`src/rtl/scan_sel_gen_pkg.sv`:
```
// scan_pkg: shared encodings and constants for the scan select generator.
// Latency: n/a (declarations only).
// Backpressure: n/a.
package scan_pkg;

  localparam logic [1:0] S_IDLE  = 2'b00;
  localparam logic [1:0] S_RUN   = 2'b01;
  localparam logic [1:0] S_STEP  = 2'b10;

  localparam logic [1:0] SEL_MAX = 2'd3;

  // Number of cycles the decoded lines are blanked after a select change.
  localparam int BLANK_CYC = 2;

  typedef enum logic [1:0] {
    ST_IDLE = S_IDLE,
    ST_RUN  = S_RUN,
    ST_STEP = S_STEP
  } scan_state_t;

  // Next select value, modulo 4, in the requested direction.
  function automatic logic [1:0] sel_next(input logic [1:0] sel, input logic down);
    return down ? (sel - 2'd1) : (sel + 2'd1);
  endfunction

  // True when the advance from sel in the requested direction crosses 3<->0.
  function automatic logic sel_crosses(input logic [1:0] sel, input logic down);
    return down ? (sel == 2'd0) : (sel == SEL_MAX);
  endfunction

endpackage

```
`src/rtl/scan_sel_gen_if.sv`:
```
// scan_sel_gen_if: control inputs and select outputs of the scan select generator.
// Latency: n/a (wiring only); blank exists only when SCAN_BLANK_EN is defined.
// Backpressure: none; all signals are level/pulse, sampled every cycle.
interface scan_sel_gen_if;

  logic       en;
  logic       dir;
  logic       step;
  logic       load;
  logic [1:0] load_sel;
  logic       A0;
  logic       A1;
  logic       tick;
  logic       wrap;
`ifdef SCAN_BLANK_EN
  logic       blank;

  modport master (output en, dir, step, load, load_sel,
                  input  A0, A1, tick, wrap, blank);
  modport slave  (input  en, dir, step, load, load_sel,
                  output A0, A1, tick, wrap, blank);
`else
  modport master (output en, dir, step, load, load_sel,
                  input  A0, A1, tick, wrap);
  modport slave  (input  en, dir, step, load, load_sel,
                  output A0, A1, tick, wrap);
`endif

endinterface

```
`src/rtl/scan_sel_gen_prescaler.sv`:
```
// scan_prescaler: divides clk by CLK_DIV while run is high; tc marks the last count.
// Latency: tc is decoded from the count register, high in the CLK_DIV-th run cycle.
// Backpressure: none; clr or !run zeroes the count at the next edge.
module scan_prescaler #(
  parameter int CLK_DIV = 100000,
  parameter int DIV_W   = 17
) (
  input  logic clk,
  input  logic rst_n,
  input  logic run,
  input  logic clr,
  output logic tc
);

  localparam logic [DIV_W-1:0] TC_VAL = DIV_W'(CLK_DIV - 1);

  logic [DIV_W-1:0] cnt;

  assign tc = run && (cnt == TC_VAL);

  // Count only while running; leaving run or a clear restarts a full period.
  always_ff @(posedge clk or negedge rst_n) begin
    if (!rst_n) begin
      cnt <= '0;
    end else if (!run || clr || tc) begin
      cnt <= '0;
    end else begin
      cnt <= cnt + DIV_W'(1);
    end
  end

endmodule

```
`src/rtl/scan_sel_gen.sv`:
```
// scan_sel_gen: prescaled 2-bit scan select with hold/step/load; SCAN_BLANK_EN adds a blank output.
// Latency: run advances every CLK_DIV cycles; step pulse -> advance 2 edges later; load -> next edge.
// Backpressure: none; control pulses are sampled every cycle, load beats advance and step.
module scan_sel_gen
  import scan_pkg::*;
#(
  parameter int CLK_DIV = 100000,
  parameter int DIV_W   = 17
) (
  input  logic           clk,
  input  logic           rst_n,
  scan_sel_gen_if.slave  bus
);

  scan_state_t state;
  logic [1:0]  sel;
  logic        tick_q;
  logic        wrap_q;
  logic        tc;
  logic        run;
  logic        adv;

  assign run = (state == ST_RUN);

  // A pending step always advances; in run the prescaler terminal count does.
  assign adv = tc || (state == ST_STEP);

  scan_prescaler #(
    .CLK_DIV (CLK_DIV),
    .DIV_W   (DIV_W)
  ) u_prescaler (
    .clk   (clk),
    .rst_n (rst_n),
    .run   (run),
    .clr   (bus.load),
    .tc    (tc)
  );

  // Mode FSM plus the select register and its one-cycle flags.
  always_ff @(posedge clk or negedge rst_n) begin
    if (!rst_n) begin
      state  <= ST_IDLE;
      sel    <= 2'd0;
      tick_q <= 1'b0;
      wrap_q <= 1'b0;
    end else begin
      tick_q <= 1'b0;
      wrap_q <= 1'b0;
      if (bus.load) begin
        // Load wins: no flags, any pending step is dropped.
        sel   <= bus.load_sel;
        state <= bus.en ? ST_RUN : ST_IDLE;
      end else begin
        if (adv) begin
          sel    <= sel_next(sel, bus.dir);
          tick_q <= 1'b1;
          wrap_q <= sel_crosses(sel, bus.dir);
        end
        case (state)
          ST_IDLE: begin
            if (bus.en) begin
              state <= ST_RUN;
            end else if (bus.step) begin
              state <= ST_STEP;
            end
          end
          ST_RUN: begin
            if (!bus.en) begin
              state <= ST_IDLE;
            end
          end
          ST_STEP: begin
            state <= bus.en ? ST_RUN : ST_IDLE;
          end
          default: begin
            state <= ST_IDLE;
          end
        endcase
      end
    end
  end

  assign bus.A0   = sel[0];
  assign bus.A1   = sel[1];
  assign bus.tick = tick_q;
  assign bus.wrap = wrap_q;

`ifdef SCAN_BLANK_EN
  logic       blank_q;
  logic [1:0] blank_rem;

  // Hold blank for BLANK_CYC cycles from each select change and out of reset.
  always_ff @(posedge clk or negedge rst_n) begin
    if (!rst_n) begin
      blank_q   <= 1'b1;
      blank_rem <= 2'(BLANK_CYC - 1);
    end else if (bus.load || adv) begin
      blank_q   <= 1'b1;
      blank_rem <= 2'(BLANK_CYC - 1);
    end else if (blank_rem != 2'd0) begin
      blank_rem <= blank_rem - 2'd1;
    end else begin
      blank_q   <= 1'b0;
    end
  end

  assign bus.blank = blank_q;
`endif

endmodule
```
`src/flat_wrapper.sv`:
```
// flat-port wrapper written by rule: the top's interface ports become plain ports
module scan_sel_gen_flat import scan_pkg::*;
#(
  parameter int CLK_DIV = 100000,
  parameter int DIV_W   = 17
)
  (clk, rst_n, bus_en, bus_dir, bus_step, bus_load, bus_load_sel, bus_A0, bus_A1, bus_tick, bus_wrap);
  scan_sel_gen_if bus_i ();
  input  logic clk;
  input  logic rst_n;
  input wire logic [$bits(bus_i.en)-1:0] bus_en;
  input wire logic [$bits(bus_i.dir)-1:0] bus_dir;
  input wire logic [$bits(bus_i.step)-1:0] bus_step;
  input wire logic [$bits(bus_i.load)-1:0] bus_load;
  input wire logic [$bits(bus_i.load_sel)-1:0] bus_load_sel;
  output wire logic [$bits(bus_i.A0)-1:0] bus_A0;
  output wire logic [$bits(bus_i.A1)-1:0] bus_A1;
  output wire logic [$bits(bus_i.tick)-1:0] bus_tick;
  output wire logic [$bits(bus_i.wrap)-1:0] bus_wrap;
  assign bus_i.en = bus_en;
  assign bus_i.dir = bus_dir;
  assign bus_i.step = bus_step;
  assign bus_i.load = bus_load;
  assign bus_i.load_sel = bus_load_sel;
  assign bus_A0 = bus_i.A0;
  assign bus_A1 = bus_i.A1;
  assign bus_tick = bus_i.tick;
  assign bus_wrap = bus_i.wrap;
  scan_sel_gen #(.CLK_DIV(CLK_DIV), .DIV_W(DIV_W)) u_core (.clk(clk), .rst_n(rst_n), .bus(bus_i));
endmodule
```
`config.mk`:
```
export PLATFORM = sky130hd
export DESIGN_NAME = scan_sel_gen_flat
export DESIGN_NICKNAME = d
export VERILOG_FILES = /design/src/rtl/scan_sel_gen_pkg.sv /design/src/rtl/scan_sel_gen_if.sv /design/src/rtl/scan_sel_gen_prescaler.sv /design/src/rtl/scan_sel_gen.sv /design/src/flat_wrapper.sv
export SDC_FILE = /design/constraint.sdc
export NUM_CORES = 1
export LEC_CHECK = 0
export CAP_MARGIN = 10
export CORE_UTILIZATION = 50
export DETAILED_ROUTE_END_ITERATION = 10
export GPL_ROUTABILITY_DRIVEN = 0
export HOLD_SLACK_MARGIN = 0.03
export PLACE_DENSITY = 0.74
export SLEW_MARGIN = 10
export SYNTH_ARGS = -nofsm -noshare
export SYNTH_HDL_FRONTEND = slang
export SYNTH_SLANG_ARGS = --single-unit
export TNS_END_PERCENT = 10
```
`constraint.sdc`:
```
create_clock -name clk -period 1.55 [get_ports clk]
set_clock_uncertainty 0.15 [all_clocks]
set_input_delay 0.31 -clock clk [delete_from_list [all_inputs] [get_ports clk]]
set_output_delay 0.31 -clock clk [all_outputs]
set_load 0.005 [all_outputs]
```
==> metrics.md, run 1 <==
| Metric | Value |
|---|---|
| R2R Setup Slk | `-0.12 ns` |
| # rows | `17` |
| Critical Path Start Type | `flop` |
| Total GRT Usage | `23.6%` |
| Final net count | `172` |
| Max Fclk | `597 MHz` |
| VDD IR-drop max | `549 uV` |
| Grt ovf | `0` |
| Critical path class | `flop to flop` |
| Final setup fails | `18` |
| CP arrival | `1.74 ns` |
| Finished Cell Area | `0.00168 mm2` |
| Largest area contributor in the netlist | `dfrtp_1` |
| Critical-path top delay cell | `dfrtp_1` |
| Area growth syn-to-layout | `34.0%` |
| Critical R2R Launch | `u_core.u_prescaler.cnt[5]` |
| Reg2Reg Capture Point | `u_core.u_prescaler.cnt[7]` |
| Worst-Margin Slew | `0.301 ns` |
| Full die area | `0.00271 mm2` |
| Routed Antenna Nets | `0` |
| Slew headroom | `79.9%` |
| Distinct cells, synth | `42` |
| Max incr delay on CP | `0.44 ns` |
| Diode count | `0` |
| Avg Cell Area, Syn | `10.4 um2` |
| Fin crit period | `1.67 ns` |
| Reg area | `577 um2` |
| Mapped Cells | `120` |
| Layout cells sized above 1 | `34.6%` |
| Clock buffer depth | `2` |
| Synthesized area | `0.00125 mm2` |
| WL final | `2930 um` |
| # port buffers | `11` |
| Crit-path max FO | `8` |
| Crit path depth | `5` |
| Clock sink count | `23` |
| Final Non-Filler Cells | `190` |
| Share of the synthesized area in the top cell type | `46.0%` |
| Final setup TNS | `-1.77 ns` |
| Worst-path clk slew | `0.13 ns` |
| Worst path top cell family by delay | `simple AND/OR/NAND/NOR gates` |
| Final-report hold violation count | `0` |
| RSZ-0062 raised after global routing | `yes` |
| Total CTS buffers | `3` |
| Die Ht | `52.0 um` |
| Post-synthesis sequential area ratio | `46.0%` |
| Root buffer cell | `clkbuf_4` |
| Largest net degree at the start of global routing | `24` |
| Residual DRC | `0` |
| Fin crit share | `108%` |
| PwrDens | `613 mW/mm2` |
| CP Launch Point | `u_core.u_prescaler.cnt[5]` |
| Max-slew violation count | `0` |
| Drt wl/cell | `15.4 um` |
| HP Class | `input pin to asynchronous set/reset pin` |
| # IOs | `12` |
| Area of the multi-input gates | `681 um2` |
| Antenna violations before repair | `0` |
| Worst-skew pair later-pin latency | `0.32 ns` |
| Crit path required time | `1.61 ns` |
| Number of fill cells | `164` |
| Final WS setup | `-0.124 ns` |
| Initial Utilization | `55.0%` |
| Global-route wire length before repair | `4670 um` |
| H-tree levels | `1` |
| R2R cell count | `5` |
| Failing checks | `setup timing` |
| CP endpoint kind | `flop` |
| Placed Area | `0.00156 mm2` |
| Status | `finished with violations` |
| Vias | `1140` |
| Warnings from Yosys | `0` |
| Vias per inst | `6.00` |
| Placed Cells incl. Taps | `181` |
| Post-synth net total | `129` |
| Vias in the first global route | `1080` |
| Flop and latch count out of synthesis | `23` |
| Initial drt markers | `22` |
| Top cells by area, synth | `dfrtp_1 (46%), xor2_1 (7.0%), nor2_1 (4.8%)` |
| Hold buffers post-CTS | `0` |
| Max Cap Viol | `0` |
| DRT Pass-1 Iters | `4` |
| CTS tree | `done` |
| Core area | `0.00228 mm2` |
| Synth Flop Type | `dfrtp_1` |
| Leak | `0.744 nW` |
| Worst Path Buf+Inv | `1` |
| Die X | `52.0 um` |
| FFs w/ async S/R, synth | `100%` |
| Critical path, cell by cell | `nor4_4, and4_4, buf_12, a21o_4, nor2_1` |
| CP Capture Point | `u_core.u_prescaler.cnt[7]` |
| Post-synth EDFFs | `0` |
| Placed wire-length estimate | `1940 um` |
[flip-flops by register name (all words and copies together) (netlist names)]
name,count
u_core.bus.tick,1
u_core.sel,2
u_core.state,2
u_core.bus.wrap,1
u_core.u_prescaler.cnt,17
[routing by layer]
layer	global-route usage [%]	wire, um	vias up	share of wire (%)
li1	-	-	522	-
met1	31.7	1250	581	43
met2	37.6	1480	30	51
met3	3.80	146	7	5.0
met4	9.46	53	0	1.8
met5	0	0	-	0
[how the worst min path moves through the flow]
stage / slack [ns] / to / from / cells after the start
floorplan: -0.14 / u_core.bus.tick / rst_n / 0
global placement: 0.36 / u_core.u_prescaler.cnt[0] / u_core.u_prescaler.cnt[0] / 2
detailed placement: 0.38 / u_core.u_prescaler.cnt[0] / u_core.u_prescaler.cnt[0] / 2
CTS: 0.18 / u_core.u_prescaler.cnt[13] / rst_n / 2
global route: 0.21 / u_core.u_prescaler.cnt[13] / rst_n / 2
finish: 0.17 / u_core.u_prescaler.cnt[14] / rst_n / 2
[power breakdown]
| group | switching, mW | leakage (nW) | internal [mW] |
|---|---|---|---|
| clock network | 0.183 | 0.0150 | 0.101 |
| registers | 0.00540 | 0.313 | 0.610 |
| logic | 0.0649 | 0.416 | 0.0637 |
[cell families (layout without fill, tap and decap cells)]
| group | Yosys count | count (layout) | synth area share (%) |
|---|---|---|---|
| buffers and inverters | 7 | 48 | 4.00 |
| and+or+nand+nor | 59 | 59 | 30.2 |
| adders and majority gates | 1 | 1 | 1.00 |
| AOI/OAI and AO/OA | 19 | 20 | 11.1 |
| DFF | 23 | 23 | 46.0 |
| xor gates and xnor gates | 11 | 11 | 7.70 |
[what timing repair did]
action,4_1_cts,5_1_grt
cloned,0,1
pin swaps,13,8
setup endpoints to repair,22,19
buffers inserted,2,2
endpoints found under the hold margin,0,0
resized for setup,6,12
[cells in the mapped netlist (all sizes together), types with 2 or more instances]
| cell type | number |
|---|---|
| inv | 3 |
| nand2 | 7 |
| dfrtp | 23 |
| xor2 | 10 |
| a21oi | 7 |
| o21ai | 5 |
| nor2 | 16 |
| and2 | 2 |
| nand3 | 7 |
| buf | 3 |
| or3 | 4 |
| and4 | 4 |
| nand4 | 7 |
| and3 | 2 |
[worst register-to-register path, cell delays in order, from the launching register on]
cell,delay [ns]
dfrtp_1,0.44
nor4_4,0.33
and4_4,0.29
buf_12,0.12
a21o_4,0.17
nor2_1,0.07
[through the flow]
| stage | worst slack (ns) | hold slack, ns | total power, mW | utilization [%] |
|---|---|---|---|---|
| CTS | -0.162 | 0.179 | 1.03 | 70.9 |
| detailed placement | -0.181 | 0.382 | 0.747 | 68.3 |
| floorplan | -0.0360 | -0.136 | 0.677 | - |
| global route | -0.173 | 0.214 | 1.07 | 73.7 |
| global placement | -0.114 | 0.359 | 0.742 | 68.3 |
| finish | -0.124 | 0.173 | 1.03 | 73.7 |
[final cells by class]
class | instances | area share [%]
repair buffers | 41 | 20.7
inverters | 3 | 0.672
clock buffers | 4 | 1.57
well taps | 28 | 2.09
flip-flops and latches | 23 | 34.4
multi-input cells | 91 | 40.6
[layout by cell type, fill, tap and decap left out, types with 2 or more instances in the layout]
master,synthesis,layout
nand2_1,6,6
nand4_1,7,7
and4_4,1,2
and4_1,3,2
nor2_1,16,16
or3_1,4,4
and2_2,1,2
a21oi_2,1,2
inv_1,3,3
buf_4,2,28
a21oi_1,6,5
clkbuf_4,0,3
clkdlybuf4s50_1,0,7
dlygate4sd2_1,0,4
o21ai_0,5,4
dfrtp_1,23,22
a21o_4,1,2
nand3_1,5,5
xor2_1,10,10
No activity file was read; power rests on OpenSTA's default activity.
==> inputs of run 2 (changes only) <==
--- a/config.mk
+++ b/config.mk
@@ -7,10 +7,12 @@
 export LEC_CHECK = 0
 export CAP_MARGIN = 10
 export CORE_UTILIZATION = 50
+export CTS_BUF_LIST = sky130_fd_sc_hd__clkbuf_4 sky130_fd_sc_hd__clkbuf_8 sky130_fd_sc_hd__clkbuf_16
 export DETAILED_ROUTE_END_ITERATION = 10
 export GPL_ROUTABILITY_DRIVEN = 0
 export HOLD_SLACK_MARGIN = 0.03
 export PLACE_DENSITY = 0.74
+export SETUP_SLACK_MARGIN = 0.1
 export SLEW_MARGIN = 10
 export SYNTH_ARGS = -nofsm -noshare
 export SYNTH_HDL_FRONTEND = slang
==> metrics.md, run 2 (synthesis gave the netlist of run 1 again) <==
| Metric | Value |
|---|---|
| Total GRT Usage | `23.6%` |
| Vias | `1130` |
| Failing checks | `setup timing` |
| Max Fclk | `598 MHz` |
| Antenna violations before repair | `0` |
| Status | `finished with violations` |
| CP endpoint kind | `flop` |
| # rows | `17` |
| R2R Setup Slk | `-0.12 ns` |
| Diode count | `0` |
| Worst-path clk slew | `0.13 ns` |
| Final setup fails | `18` |
| Crit path required time | `1.61 ns` |
| Final-report hold violation count | `0` |
| # IOs | `12` |
| # port buffers | `11` |
| Core area | `0.00228 mm2` |
| Clock buffer depth | `2` |
| CP arrival | `1.73 ns` |
| Clock sink count | `23` |
| Combinational power share | `12.4%` |
| Fin crit period | `1.67 ns` |
| Power Internal | `793 uW` |
| P_sw | `251 uW` |
| Drt wl/cell | `15.3 um` |
| Biggest register | `u_core.u_prescaler.cnt` |
| CTS tree | `done` |
| RSZ-0062 raised after global routing | `yes` |
| Commonest cells after routing, fill and taps aside | `buf_4 (28), dfrtp_1 (22), nor2_1 (16)` |
| Most common cell after layout, fill and taps aside | `buf_4` |
| Final WS setup | `-0.123 ns` |
| Final setup TNS | `-1.76 ns` |
| Die Ht | `52.0 um` |
| Worst-Margin Slew | `0.300 ns` |
| Die X | `52.0 um` |
| Max Cap Viol | `0` |
| Largest net degree at the start of global routing | `24` |
| Grt ovf | `0` |
| Fin crit share | `108%` |
| Max incr delay on CP | `0.44 ns` |
| Worst-skew pair later-pin latency | `0.32 ns` |
| Critical-path top delay cell | `dfrtp_1` |
| Critical Path Start Type | `flop` |
| Total CTS buffers | `3` |
| Share of power burned in the clock network | `28.6%` |
| VDD IR-drop max | `546 uV` |
| Leak | `0.745 nW` |
| Global-route wire length before repair | `4660 um` |
| Largest register FFs | `17` |
| PwrDens | `620 mW/mm2` |
| Max-slew violation count | `0` |
| Net Sw Frac | `24.0%` |
| Critical path, cell by cell | `nor4_4, and4_4, buf_12, a21o_4, nor2_1` |
| Hold WS | `0.173 ns` |
| Area growth syn-to-layout | `34.5%` |
| Initial drt markers | `19` |
| WL final | `2920 um` |
| Layout cells sized above 1 | `35.2%` |
| Vias per inst | `5.95` |
| Initial Utilization | `55.0%` |
| HP Class | `input pin to asynchronous set/reset pin` |
| Sequential power share | `59.0%` |
| DRT Pass-1 Iters | `4` |
| Critical path class | `flop to flop` |
| Placed wire-length estimate | `1940 um` |
| Largest regs | `u_core.u_prescaler.cnt (17), u_core.sel (2), u_core.state (2)` |
| Slew headroom | `80.0%` |
| Final net count | `172` |
| H-tree levels | `1` |
| Final core occ | `73.9%` |
| Residual DRC | `0` |
| Full die area | `0.00271 mm2` |
| Vias in the first global route | `1082` |
| Routed Antenna Nets | `0` |
| Crit-path max FO | `8` |
| Root buffer cell | `clkbuf_4` |
-- run 2: cell types whose count changed in the layout (fill, tap and decap cells not counted), sizes merged --
cell           change
clkdlybuf4s15      +2
dlygate4sd2        -2
-- run 2: final timing paths --
kind,cells after the start,to,start
setup / recovery,5,u_core.u_prescaler.cnt[7],u_core.u_prescaler.cnt[5]
hold / removal,2,u_core.u_prescaler.cnt[14],rst_n
setup reg to reg,5,u_core.u_prescaler.cnt[7],u_core.u_prescaler.cnt[5]
hold reg to reg,2,u_core.u_prescaler.cnt[0],u_core.u_prescaler.cnt[0]
max in group asynchronous,2,u_core.sel[0],rst_n
min in group clk,2,u_core.state[1],bus_step
-- run 2: final cells by class --
cell class / instances / area [um2]
fill: 162 / 593
timing repair buffer: 41 / 349
inverter: 3 / 11.3
multi-input combinational: 91 / 681
clock buffer: 4 / 30.0
tap: 28 / 35.0
sequential: 23 / 577
-- run 2: routing by layer --
metal	track usage, %	up-vias	share of wire [%]
met3	3.80	5	6.1
met5	0	-	0
met4	9.46	0	1.2
li1	-	523	-
met2	38.5	38	52
met1	30.8	564	40
-- run 2: through the flow --
step           area (um2)  setup WS, ns  total power [mW]  std cells
3_5_place_dp         1560        -0.181             0.747        181
3_3_place_gp         1560        -0.114             0.742        181
6_report             1680        -0.123              1.04        190
2_1_floorplan        1260       -0.0360             0.677        120
4_1_cts              1620        -0.158              1.05        187
5_1_grt              1680        -0.173              1.09        190
-- run 2: worst max-delay path: cells and delay by family (launching register included) --
kind	cells	cell delay [ns]
AOI/OAI and AO/OA	1	0.17
buffers and inverters	1	0.12
DFF	1	0.44
and+or+nand+nor	3	0.68
-- run 2: power groups by stage --
stage	logic [mW]	clock network [mW]	registers (mW)
2_1_floorplan	0.0441	0	0.633
4_1_cts	0.121	0.315	0.616
3_5_place_dp	0.116	0	0.631
6_report	0.129	0.299	0.616
5_1_grt	0.143	0.331	0.618
3_3_place_gp	0.112	0	0.630
-- run 2: what timing repair did --
item	4_1_cts	5_1_grt
buffers inserted	2	2
pin swaps	13	8
resized for setup	8	12
endpoints found under the setup margin	23	19
hold buffers	0	0
gates cloned	0	1
==> inputs of run 3 (changes only) <==
--- a/config.mk
+++ b/config.mk
@@ -13,6 +13,7 @@
 export HOLD_SLACK_MARGIN = 0.03
 export PLACE_DENSITY = 0.74
 export SETUP_SLACK_MARGIN = 0.1
+export SKIP_LAST_GASP = 1
 export SLEW_MARGIN = 10
 export SYNTH_ARGS = -nofsm -noshare
 export SYNTH_HDL_FRONTEND = slang
==> metrics.md, run 3 (synthesis gave the netlist of run 1 again) <==
| Metric | Value |
|---|---|
| Status | `finished with violations` |
| Failing checks | `setup timing` |
| Diode count | `0` |
| CP arrival | `1.75 ns` |
| Placed wire-length estimate | `1940 um` |
| Drt wl/cell | `15.5 um` |
| Fin crit share | `109%` |
| Global-route wire length before repair | `4650 um` |
| H-tree levels | `1` |
| Commonest cells after routing, fill and taps aside | `buf_4 (29), dfrtp_1 (22), nor2_1 (16)` |
| Initial drt markers | `29` |
| Final core occ | `73.6%` |
| Total GRT Usage | `23.6%` |
| Grt ovf | `0` |
| Fin crit period | `1.69 ns` |
| Largest net degree at the start of global routing | `24` |
| Die X | `52.0 um` |
| Crit-path max FO | `8` |
| # rows | `17` |
| Max Fclk | `592 MHz` |
| Leak | `0.735 nW` |
| Biggest register | `u_core.u_prescaler.cnt` |
| Routed Antenna Nets | `0` |
| Critical Path Start Type | `flop` |
| Critical path, cell by cell | `nor4b_4, and4_4, buf_12, a21o_4, nor2_1` |
| Worst-path clk slew | `0.13 ns` |
| Max-slew violation count | `0` |
| # port buffers | `11` |
| Antenna violations before repair | `0` |
| Max incr delay on CP | `0.44 ns` |
| Reg area | `577 um2` |
| Total CTS buffers | `3` |
| Vias | `1119` |
| Hold WS | `0.180 ns` |
| Power Internal | `796 uW` |
| Finished Cell Area | `0.00167 mm2` |
| Final-report hold violation count | `0` |
| Final WS setup | `-0.138 ns` |
| Root buffer cell | `clkbuf_4` |
| Final setup fails | `23` |
| Clock sink count | `23` |
| Worst Path Buf+Inv | `1` |
| R2R cell count | `5` |
| Crit path required time | `1.62 ns` |
| Slew headroom | `80.5%` |
| P_sw | `250 uW` |
| Core area | `0.00228 mm2` |
| Critical path class | `flop to flop` |
| CTS tree | `done` |
| Placed Cells incl. Taps | `181` |
| Clock buffer depth | `2` |
| Initial Utilization | `55.0%` |
| PwrDens | `624 mW/mm2` |
| Critical-path top delay cell | `dfrtp_1` |
| Max Cap Viol | `0` |
| Layout cells sized above 1 | `34.0%` |
| Share of power burned in the clock network | `28.6%` |
| CP endpoint kind | `flop` |
| Vias in the first global route | `1080` |
| Vias per inst | `5.89` |
| Placed Area | `0.00156 mm2` |
| Largest regs | `u_core.u_prescaler.cnt (17), u_core.sel (2), u_core.state (2)` |
| Most common cell after layout, fill and taps aside | `buf_4` |
| Number of fill cells | `168` |
| Area growth syn-to-layout | `33.8%` |
| VDD IR-drop max | `573 uV` |
| WL final | `2950 um` |
| Net Sw Frac | `23.9%` |
| Hold buffers post-CTS | `0` |
| RSZ-0062 raised after global routing | `yes` |
| DRT Pass-1 Iters | `4` |
| # IOs | `12` |
| Worst-skew pair later-pin latency | `0.32 ns` |
| Full die area | `0.00271 mm2` |
| Worst path top cell family by delay | `simple AND/OR/NAND/NOR gates` |
| Sequential power share | `59.0%` |
| Combinational power share | `12.5%` |
| Residual DRC | `0` |
| HP Class | `input pin to asynchronous set/reset pin` |
| Worst-Margin Slew | `0.292 ns` |
| Area of the multi-input gates | `673 um2` |
| Final net count | `172` |
| Final Non-Filler Cells | `190` |
| Largest register FFs | `17` |
| Die Ht | `52.0 um` |
| Crit path depth | `5` |
-- run 3: metrics by stage --
step / worst slack [ns] / power [mW] / TNS, ns
detailed placement: -0.181 / 0.747 / -1.56
floorplan: -0.0360 / 0.677 / -0.356
finish: -0.138 / 1.05 / -2.55
CTS: -0.158 / 1.06 / -2.69
global placement: -0.114 / 0.742 / -0.988
global route: -0.207 / 1.09 / -3.77
-- run 3: worst paths after layout --
check	end	slack [ns]	start
setup / recovery	u_core.u_prescaler.cnt[7]	-0.14	u_core.u_prescaler.cnt[13]
hold / removal	u_core.u_prescaler.cnt[3]	0.18	rst_n
setup reg to reg	u_core.u_prescaler.cnt[7]	-0.14	u_core.u_prescaler.cnt[13]
hold reg to reg	u_core.u_prescaler.cnt[0]	0.39	u_core.u_prescaler.cnt[0]
max in group asynchronous	u_core.sel[0]	0.83	rst_n
min in group clk	u_core.state[1]	0.39	bus_step
-- run 3: per-layer routing --
metal / global-route usage, % / part of all wire (%) / vias to the layer above
li1: - / - / 518
met1: 30.8 / 42 / 561
met2: 38.5 / 51 / 35
met3: 3.80 / 5.4 / 5
met4: 9.46 / 1.2 / 0
met5: 0 / 0 / -
-- run 3: power by group through the flow --
| stage | clock network [mW] | registers [mW] | logic [mW] |
|---|---|---|---|
| 3_3_place_gp | 0 | 0.630 | 0.112 |
| 3_5_place_dp | 0 | 0.631 | 0.116 |
| 6_report | 0.299 | 0.616 | 0.130 |
| 4_1_cts | 0.315 | 0.616 | 0.124 |
| 2_1_floorplan | 0 | 0.633 | 0.0441 |
| 5_1_grt | 0.326 | 0.618 | 0.144 |
-- run 3: layout make-up --
cell class	instances	share of cell area (%)
Clock buffer	4	1.79
Inverter	3	0.673
Multi-Input combinational cell	91	40.2
Sequential cell	23	34.5
Tap cell	28	2.09
Timing Repair Buffer	41	20.8
-- run 3: what timing repair did --
action	4_1_cts	5_1_grt
resized for setup	2	7
cloned	0	1
buffers inserted	2	2
endpoints found under the setup margin	23	23
pin swaps	5	6
